==> config.mk <==
export PLATFORM = sky130hd
export DESIGN_NAME = rx_hs_fsm
export DESIGN_NICKNAME = d
export VERILOG_FILES = /design/src/rtl/rx_hs_fsm.sv
export SDC_FILE = /design/constraint.sdc
export NUM_CORES = 1
export LEC_CHECK = 0
export ABC_AREA = 1
export CORE_MARGIN = 2
export CORE_UTILIZATION = 40
export DETAILED_ROUTE_END_ITERATION = 12
export DONT_BUFFER_PORTS = 1
export GPL_ROUTABILITY_DRIVEN = 0
export GPL_TIMING_DRIVEN = 0
export HOLD_SLACK_MARGIN = 0.08
export RECOVER_POWER = 100
export SLEW_MARGIN = 10
export SYNTH_ARGS = -nofsm -noshare
export SYNTH_HDL_FRONTEND = slang
export SYNTH_SLANG_ARGS = --single-unit
export TNS_END_PERCENT = 10
==> constraint.sdc <==
create_clock -name TX_DDR_clk -period 1.9 [get_ports TX_DDR_clk]
set_input_delay 0.38 -clock TX_DDR_clk [delete_from_list [all_inputs] [get_ports TX_DDR_clk]]
set_output_delay 0.38 -clock TX_DDR_clk [all_outputs]
set_load 0.02 [all_outputs]
==> src/rtl/rx_hs_fsm.sv <==
// D-PHY HS receive FSM: leader/sync detection, payload delivery through a trail-length delay line.
// Optional saturating error counter enabled by `define RX_HS_ERR_CNT_EN.
module rx_hs_fsm #(
   parameter int unsigned T_HS_ZERO_MIN = 2,
   parameter int unsigned T_HS_TRAIL    = 4,
   parameter logic [7:0]  SYNC_BYTE     = 8'h1D
) (
   input  logic       TX_DDR_clk,
   input  logic       TX_rst,
   input  logic       Enable,
   input  logic [7:0] RX_BYTE_IN,
   input  logic       RX_BYTE_IN_VALID,
   output logic [2:0] RX_HS_STATE,
   output logic [7:0] RX_BYTE_DATA,
   output logic       RX_BYTE_DATA_VALID,
   output logic       RX_HS_ACTIVE,
   output logic       RX_HS_END,
   output logic       RX_SYNC_ERR,
   output logic       RX_TRAIL_ERR,
   output logic [7:0] RX_ERR_COUNT
);

   localparam int unsigned ZW = $clog2(T_HS_ZERO_MIN + 1);
   localparam int unsigned FW = $clog2(T_HS_TRAIL + 1);
   localparam logic [ZW-1:0] ZERO_MAX  = ZW'(T_HS_ZERO_MIN);
   localparam logic [FW-1:0] FILL_FULL = FW'(T_HS_TRAIL);

   typedef enum logic [2:0] {
      STOP  = 3'b000,
      ZERO  = 3'b001,
      DATA  = 3'b011,
      TRAIL = 3'b100,
      ERR   = 3'b101
   } state_t;

   state_t          r_state;
   state_t          w_state_nxt;
   logic [ZW-1:0]   r_zero_cnt;
   logic [ZW-1:0]   w_zero_nxt;
   logic [FW-1:0]   r_fill;
   logic [7:0]      r_buf [T_HS_TRAIL];
   logic [7:0]      r_data;
   logic            r_data_valid;
   logic            r_end;
   logic            r_sync_err;
   logic            r_trail_err;
   logic            w_shift;
   logic            w_emit;
   logic            w_end_nxt;
   logic            w_sync_err_nxt;
   logic            w_trail_err_nxt;
   logic            w_trail_bad;

   // Trail is good only when the line is full and every buffered byte is 0xFF.
   always_comb begin
      w_trail_bad = (r_fill != FILL_FULL);
      for (int unsigned i = 0; i < T_HS_TRAIL; i++) begin
         if (r_buf[i] != 8'hFF) w_trail_bad = 1'b1;
      end
   end

   always_comb begin
      w_state_nxt     = r_state;
      w_zero_nxt      = r_zero_cnt;
      w_shift         = 1'b0;
      w_emit          = 1'b0;
      w_end_nxt       = 1'b0;
      w_sync_err_nxt  = 1'b0;
      w_trail_err_nxt = 1'b0;
      if (!Enable) begin
         w_state_nxt = STOP;
      end else begin
         case (r_state)
            STOP: begin
               if (RX_BYTE_IN_VALID) begin
                  if (RX_BYTE_IN == 8'h00) begin
                     w_state_nxt = ZERO;
                     w_zero_nxt  = ZW'(1);
                  end else begin
                     w_state_nxt    = ERR;
                     w_sync_err_nxt = 1'b1;
                  end
               end
            end
            ZERO: begin
               if (!RX_BYTE_IN_VALID) begin
                  w_state_nxt = STOP;
               end else if (RX_BYTE_IN == 8'h00) begin
                  if (r_zero_cnt != ZERO_MAX) w_zero_nxt = r_zero_cnt + ZW'(1);
               end else if (RX_BYTE_IN == SYNC_BYTE && r_zero_cnt >= ZERO_MAX) begin
                  w_state_nxt = DATA;
               end else begin
                  w_state_nxt    = ERR;
                  w_sync_err_nxt = 1'b1;
               end
            end
            DATA: begin
               if (!RX_BYTE_IN_VALID) begin
                  w_state_nxt     = TRAIL;
                  w_end_nxt       = 1'b1;
                  w_trail_err_nxt = w_trail_bad;
               end else begin
                  w_shift = 1'b1;
                  w_emit  = (r_fill == FILL_FULL);
               end
            end
            TRAIL: w_state_nxt = STOP;
            ERR: begin
               if (!RX_BYTE_IN_VALID) w_state_nxt = STOP;
            end
            default: w_state_nxt = STOP;
         endcase
      end
      if (w_state_nxt != ZERO) w_zero_nxt = '0;
   end

   always_ff @(posedge TX_DDR_clk or posedge TX_rst) begin
      if (TX_rst) begin
         r_state      <= STOP;
         r_zero_cnt   <= '0;
         r_fill       <= '0;
         r_data       <= '0;
         r_data_valid <= 1'b0;
         r_end        <= 1'b0;
         r_sync_err   <= 1'b0;
         r_trail_err  <= 1'b0;
         for (int unsigned i = 0; i < T_HS_TRAIL; i++) r_buf[i] <= '0;
      end else begin
         r_state      <= w_state_nxt;
         r_zero_cnt   <= w_zero_nxt;
         r_data_valid <= w_emit;
         r_end        <= w_end_nxt;
         r_sync_err   <= w_sync_err_nxt;
         r_trail_err  <= w_trail_err_nxt;
         if (w_emit) r_data <= r_buf[T_HS_TRAIL-1];
         // Line contents only live while in DATA; leaving it discards them.
         if (w_state_nxt != DATA) begin
            r_fill <= '0;
            for (int unsigned i = 0; i < T_HS_TRAIL; i++) r_buf[i] <= '0;
         end else if (w_shift) begin
            if (r_fill != FILL_FULL) r_fill <= r_fill + FW'(1);
            for (int unsigned i = T_HS_TRAIL - 1; i > 0; i--) r_buf[i] <= r_buf[i-1];
            r_buf[0] <= RX_BYTE_IN;
         end
      end
   end

   assign RX_HS_STATE        = r_state;
   assign RX_HS_ACTIVE       = (r_state == DATA);
   assign RX_BYTE_DATA       = r_data;
   assign RX_BYTE_DATA_VALID = r_data_valid;
   assign RX_HS_END          = r_end;
   assign RX_SYNC_ERR        = r_sync_err;
   assign RX_TRAIL_ERR       = r_trail_err;

`ifdef RX_HS_ERR_CNT_EN
   logic [7:0] r_err_cnt;

   always_ff @(posedge TX_DDR_clk or posedge TX_rst) begin
      if (TX_rst) begin
         r_err_cnt <= '0;
      end else if ((w_sync_err_nxt || w_trail_err_nxt) && r_err_cnt != 8'hFF) begin
         r_err_cnt <= r_err_cnt + 8'd1;
      end
   end

   assign RX_ERR_COUNT = r_err_cnt;
`else
   assign RX_ERR_COUNT = '0;
`endif

endmodule

; ---- Word level (Yosys, flattened, before mapping)
; Index checks and enable logic that the tools add are counted.
; Widths: inputs -> output; s select.
[totals]
ff_bits = 52
in_bits = 12
word_cells = 87
[classes]
n_addsub = 2
order_cmp = 1
eq_ne = 18
mux = 45
n_reduce_logical = 9
[ops]
columns = op, count
row1 = $mux 32, 2
row2 = $mux 3, 11
row3 = $ne 8x8->1 const B, 4
row4 = $mux 1, 22
row5 = $ne 3x3->1 const B, 6
row6 = $mux 2, 7
row7 = $pmux 3 s4, 1
row8 = $eq 8x5->1 const B, 1
row9 = $logic_not 8->1, 1
row10 = $reduce_and 7->1, 1
row11 = $eq 3x3->1 const B, 2
row12 = $reduce_bool 2->1, 3
row13 = $pmux 2 s2, 1
row14 = $add 3x1->3 const B, 1
row15 = $eq 3x1->1 const B, 1
row16 = $eq 3x2->1 const B, 1
row17 = $logic_not 3->1, 1
row18 = $ne 3x1->1 const B, 1
row19 = $ne 3x2->1 const B, 1
row20 = $reduce_bool 3->1, 1
row21 = $add 2x1->2 const B, 1
row22 = $ge 2x2->1 const B, 1
row23 = $ne 2x2->1 const B, 1
row24 = $pmux 1 s2, 1
row25 = 2 further kinds, 2

; ---- Logic depth before layout (Yosys ltp)
[logic_depth]
ltp_word = 10
depth_mapped = 12
ltp_nobuf = 11

; ---- Worst setup path before layout
; No wires, ideal clock.
[synth_path]
path_type = register -> register
startpoint = register r_zero_cnt[0]
endpoint = register r_buf[22] in the netlist's numbering
setup_time_ns = 0.117
arrival_time_ns = 1.499
required_ns = 1.783
setup_slack_ns = 0.284
stages_incl_launch_ff = 13
path_buffers = 1
synth_period_minus_slack_ns = 1.616
cell_sequence = dfrtp_1 -> inv_1 -> ha_1 -> or2_2 -> nand3_1 -> inv_1 -> nand2_1 -> nand2_2 -> nand2_4 -> inv_6 -> nand2_4 -> buf_6 -> o21ai_2
[synth_between]
elab_chain_len = 9
[synth_rtl]
columns = item, line
row1 = start: declaration, 38  ; logic [ZW-1:0] r_zero_cnt;
row2 = start signal: assignment, 130  ; r_zero_cnt <= w_zero_nxt;
row3 = $ge 2x2->1 (*), 90  ; end else if (RX_BYTE_IN == SYNC_BYTE && r_zero_cnt >= ZERO_MAX) begin
row4 = $logic_and 1x1->1 (*), 90
row5 = $mux 3 (*), 90
row6 = $mux 3 (*), 88  ; end else if (RX_BYTE_IN == 8'h00) begin
row7 = $mux 3 (*), 86  ; if (!RX_BYTE_IN_VALID) begin
row8 = $pmux 3 s4 (*), 73  ; case (r_state)
row9 = $mux 3 (*), 70  ; if (!Enable) begin
row10 = net w_state_nxt[1], 37  ; state_t w_state_nxt;
row11 = $ne 3x2->1 (*), 137  ; if (w_state_nxt != DATA) begin
row12 = $mux 32 / $reduce_bool 2->1 (equally long branches), -
row13 = end: declaration, 41  ; logic [7:0] r_buf [T_HS_TRAIL];
; Mark *: on every way through the listed nets, which the timed path passes. The rest lies on a longest branch.
; A chain may end at the register's enable or synchronous reset.

; ---- Worst setup path after layout
[layout_path]
startpoint = register r_state[2], in the netlist RX_HS_STATE[2]
endpoint = register r_buf[2] in the netlist's numbering
[layout_rtl]
columns = item, line
row1 = start: declaration, 36  ; state_t r_state;
row2 = start signal: assignment, 129  ; r_state <= w_state_nxt;
row3 = $eq 3x2->1 (*), -
row4 = net RX_HS_ACTIVE, 16  ; output logic RX_HS_ACTIVE,
row5 = $pmux 3 s4, 73
row6 = $mux 3, 70
row7 = $ne 3x2->1, 137
row8 = $mux 32 / $reduce_bool 2->1 (equally long branches), -
; Marks and branches as above.

==> results by group <==
Place
  – Port Buffers: 0
  – Pre-CTS WS: 0.0402 ns
  – DP Area: 2610 sq um
  – DP HPWL: 3630 um

Floorplan
  – Die area: a little under 7000 sq um
  – I/O pins: 36
  – Row count: 28
  – Width of the die: between 80 and 90 um
  – Die height: 82.6 um
  – Starting density of the core: around 42%
  – Core area: 5960 sq um

Clock network
  – H-tree levels: 2
  – CTS root buffer: clkbuf_8
  – Bufs on Longest Clock Path: 2
  – Worst-path clk slew: around 0.09 ns
  – Skew-Pair Late Insertion Delay: 0.30 ns
  – Total CTS buffers: 5
  – CTS sink count: 52
  – CTS tree: built

Drt
  – ANT nets after route: 0
  – DR pass1 iterations: 4
  – DRC Markers: 0
  – DR vias: 1779
  – Post-DR wirelength/cell: 13.0 um
  – Vias per inst: approximately 4.8
  – Initial DRC count: 72
  – Wirelength, routed: ~5000 um

GRT
  – Pin count of the biggest net entering global routing: 37
  – Vias in the first global route: 1800
  – Total Routing Usage GR: approximately 16%
  – Met3 usage: 3.37%
  – GR Util met2: 25.9%
  – Overflow after GRT: 0
  – GR Util met1: a little over a fifth
  – First-pass GRT wire length: 8200 um
  – Initial antenna violation count: 0
  – Busiest grt layer: met2

Worst setup path
  – Reg2Reg Depth: 9
  – WP data required: 2.13 ns
  – Worst path arrival time: 2.00 ns
  – Crit path kind: flop to flop
  – Critical path peak fanout: 10
  – Worst setup EP type: flop
  – FF-to-FF setup slack: 0.13 ns
  – Worst setup SP type: flop
  – Critical R2R Launch: RX_HS_STATE[2]$_DFF_PP0_
  – Critical R2R Capture: r_buf[2]$_DFFE_PP0P_

STA
  – Pins over their slew limit: 0
  – Post-route setup TNS: 0 ns
  – Setup WS post-layout: 0.133 ns
  – Final setup vio count: 0
  – Fmax: 566 MHz
  – RSZ-0062 raised after global routing: false
  – Final min period: 1.77 ns
  – Hold Violations, Final: 0
  – Worst rel slew slack: between 50% and 60%
  – Final Skew: 0.00613 ns
  – Fin crit share: between 90% and 100%
  – Slew @ Worst Pin: 0.666 ns

Job
  – Max cap viols: 0

Hold path
  – Min-delay src: Enable
  – Hold Crit Endpoint: RX_SYNC_ERR$_DFF_PP0_
  – Hold Path Depth: 2
  – Min-Delay Path Class: input pin to flop

Layout
  – Final nets: 314
  – P&R area growth vs syn: 9.21%
  – Fill cells: 647
  – Fin area: 2700 sq um
  – Highest-count cells in the layout ignoring fill and taps: nand2_1, dfrtp_1, inv_1, nor2_1, o21ai_0
  – Leading cell type in the layout, fill and taps excluded: nand2_1
  – Reg area: around 1300 sq um
  – N_diodes: 0
  – Multi-input logic area: 883 sq um
  – Share of post-route cells with drive strength above 1: 15.7%

Synth
  – Syn Inst Count: 282
  – Synth area leaders: dfrtp_1, nand2_1, inv_1
  – Post-synth cell types: 28
  – Yosys top cell by area: dfrtp_1
  – Yosys reg bits: 52
  – Average cell area after synthesis: between 8 and 9 sq um
  – Synth Cell Area: 2470 sq um
  – Yosys Warn Count: 0
  – Area fraction of the dominant cell type after synthesis: 52.6%
  – Post-synthesis sequential area ratio: 52.6%

Outcome
  – Status: finished clean

Pwr
  – Max VDD drop: 272 uV
  – Leak Pwr: 0.00125 uW
  – Power Dens Cells: 700 nW/um^2
-- what timing repair did --
action / 4_1_cts / 5_1_grt
endpoints found under the setup margin: 0 / 20
setup buffers: 0 / 1
hold buffers: 1 / 0
hold endpoints to repair: 16 / 0
gates resized for setup: 0 / 3
-- Yosys cell counts --
master	count
a21oi_1	14
buf_2	3
buf_4	9
buf_6	4
conb_1	1
dfrtp_1	52
ha_1	3
inv_1	36
inv_2	6
inv_6	1
nand2_1	68
nand2_2	2
nand2_4	2
nand3_1	11
nand4_1	11
nor2_1	15
nor2_2	4
nor2_4	3
nor3_1	1
nor4_1	1
o2111ai_1	1
o21a_1	1
o21ai_0	13
o21ai_1	7
o21ai_2	10
or2_1	1
or2_2	1
xor2_1	1
-- per-layer routing --
layer  routed length (um)  vias to the layer above
li1                     -                      903
met1                 2410                      830
met3                  214                        6
met2                 2160                       40
met5                    0                        -
met4                   75                        0
-- final cells by class --
type	instances	share of cell area (%)
repair buffers	3	0.927
multi-input cells	178	32.7
well taps	75	3.48
plain buffers	16	4.96
clock buffers	7	3.57
flip-flops and latches	52	48.2
inverters	43	6.16
-- sequential cells by signal, summed over array words and instances (netlist names) --
| name | count |
|---|---|
| RX_BYTE_DATA_VALID | 1 |
| r_buf | 32 |
| RX_BYTE_DATA | 8 |
| r_fill | 3 |
| RX_TRAIL_ERR | 1 |
| RX_HS_STATE | 3 |
| r_zero_cnt | 2 |
| RX_SYNC_ERR | 1 |
| RX_HS_END | 1 |
-- worst max-delay path, cell delays in order (launching register included) --
cell	delay (ns)
dfrtp_1	0.52
inv_2	0.14
nand2_1	0.10
nor2_4	0.22
nand2_2	0.10
buf_6	0.16
inv_2	0.07
buf_2	0.22
nand2_1	0.10
o21ai_2	0.07
-- stage by stage --
step / util [%] / hold WS, ns / total power, uW / std cells
6_report: 45.3 / 0.191 / 1890 / 374
5_1_grt: 45.3 / 0.186 / 1950 / 374
4_1_cts: 45.7 / 0.185 / 1910 / 373
3_5_place_dp: 43.9 / 0.276 / 1240 / 365
3_3_place_gp: 43.5 / 0.503 / 1230 / 364
2_1_floorplan: - / 0.471 / 1220 / 289
-- worst max-delay path by stage --
stage | startpoint | endpoint | slack (ns) | cells after the start
after floorplan | TX_rst | RX_BYTE_DATA[0]$_DFFE_PP0P_ | 0.26 | 1
after CTS | r_zero_cnt[0]$_DFFE_PP0P_ | r_buf[2]$_DFFE_PP0P_ | 0.02 | 12
after global routing | RX_HS_STATE[2]$_DFF_PP0_ | r_zero_cnt[1]$_DFFE_PP0P_ | 0.01 | 11
after detailed placement | r_zero_cnt[0]$_DFFE_PP0P_ | r_buf[1]$_DFFE_PP0P_ | 0.04 | 12
after global placement | TX_rst | r_buf[22]$_DFFE_PP0P_ | -0.34 | 1
final | RX_HS_STATE[2]$_DFF_PP0_ | r_buf[2]$_DFFE_PP0P_ | 0.13 | 9
-- cell families after synthesis --
kind of cell / after synthesis / synth area share, %
AO/OA/AOI/OAI: 46 / 11.1
AND/OR/NAND/NOR: 120 / 22.4
XOR/XNOR: 1 / 0.354
buffers and inverters: 59 / 11.9
flip-flops: 52 / 52.6
other: 1 / 0.152
adder cells (fa/ha/maj): 3 / 1.52
-- power by group --
group / internal [uW] / total [uW] / switching (uW)
clock network: 325 / 676 / 351
registers: 1110 / 1120 / 12.0
logic: 27.7 / 91.2 / 63.5
total: 1460 / 1890 / 426
No activity file was read; power rests on OpenSTA's default activity.
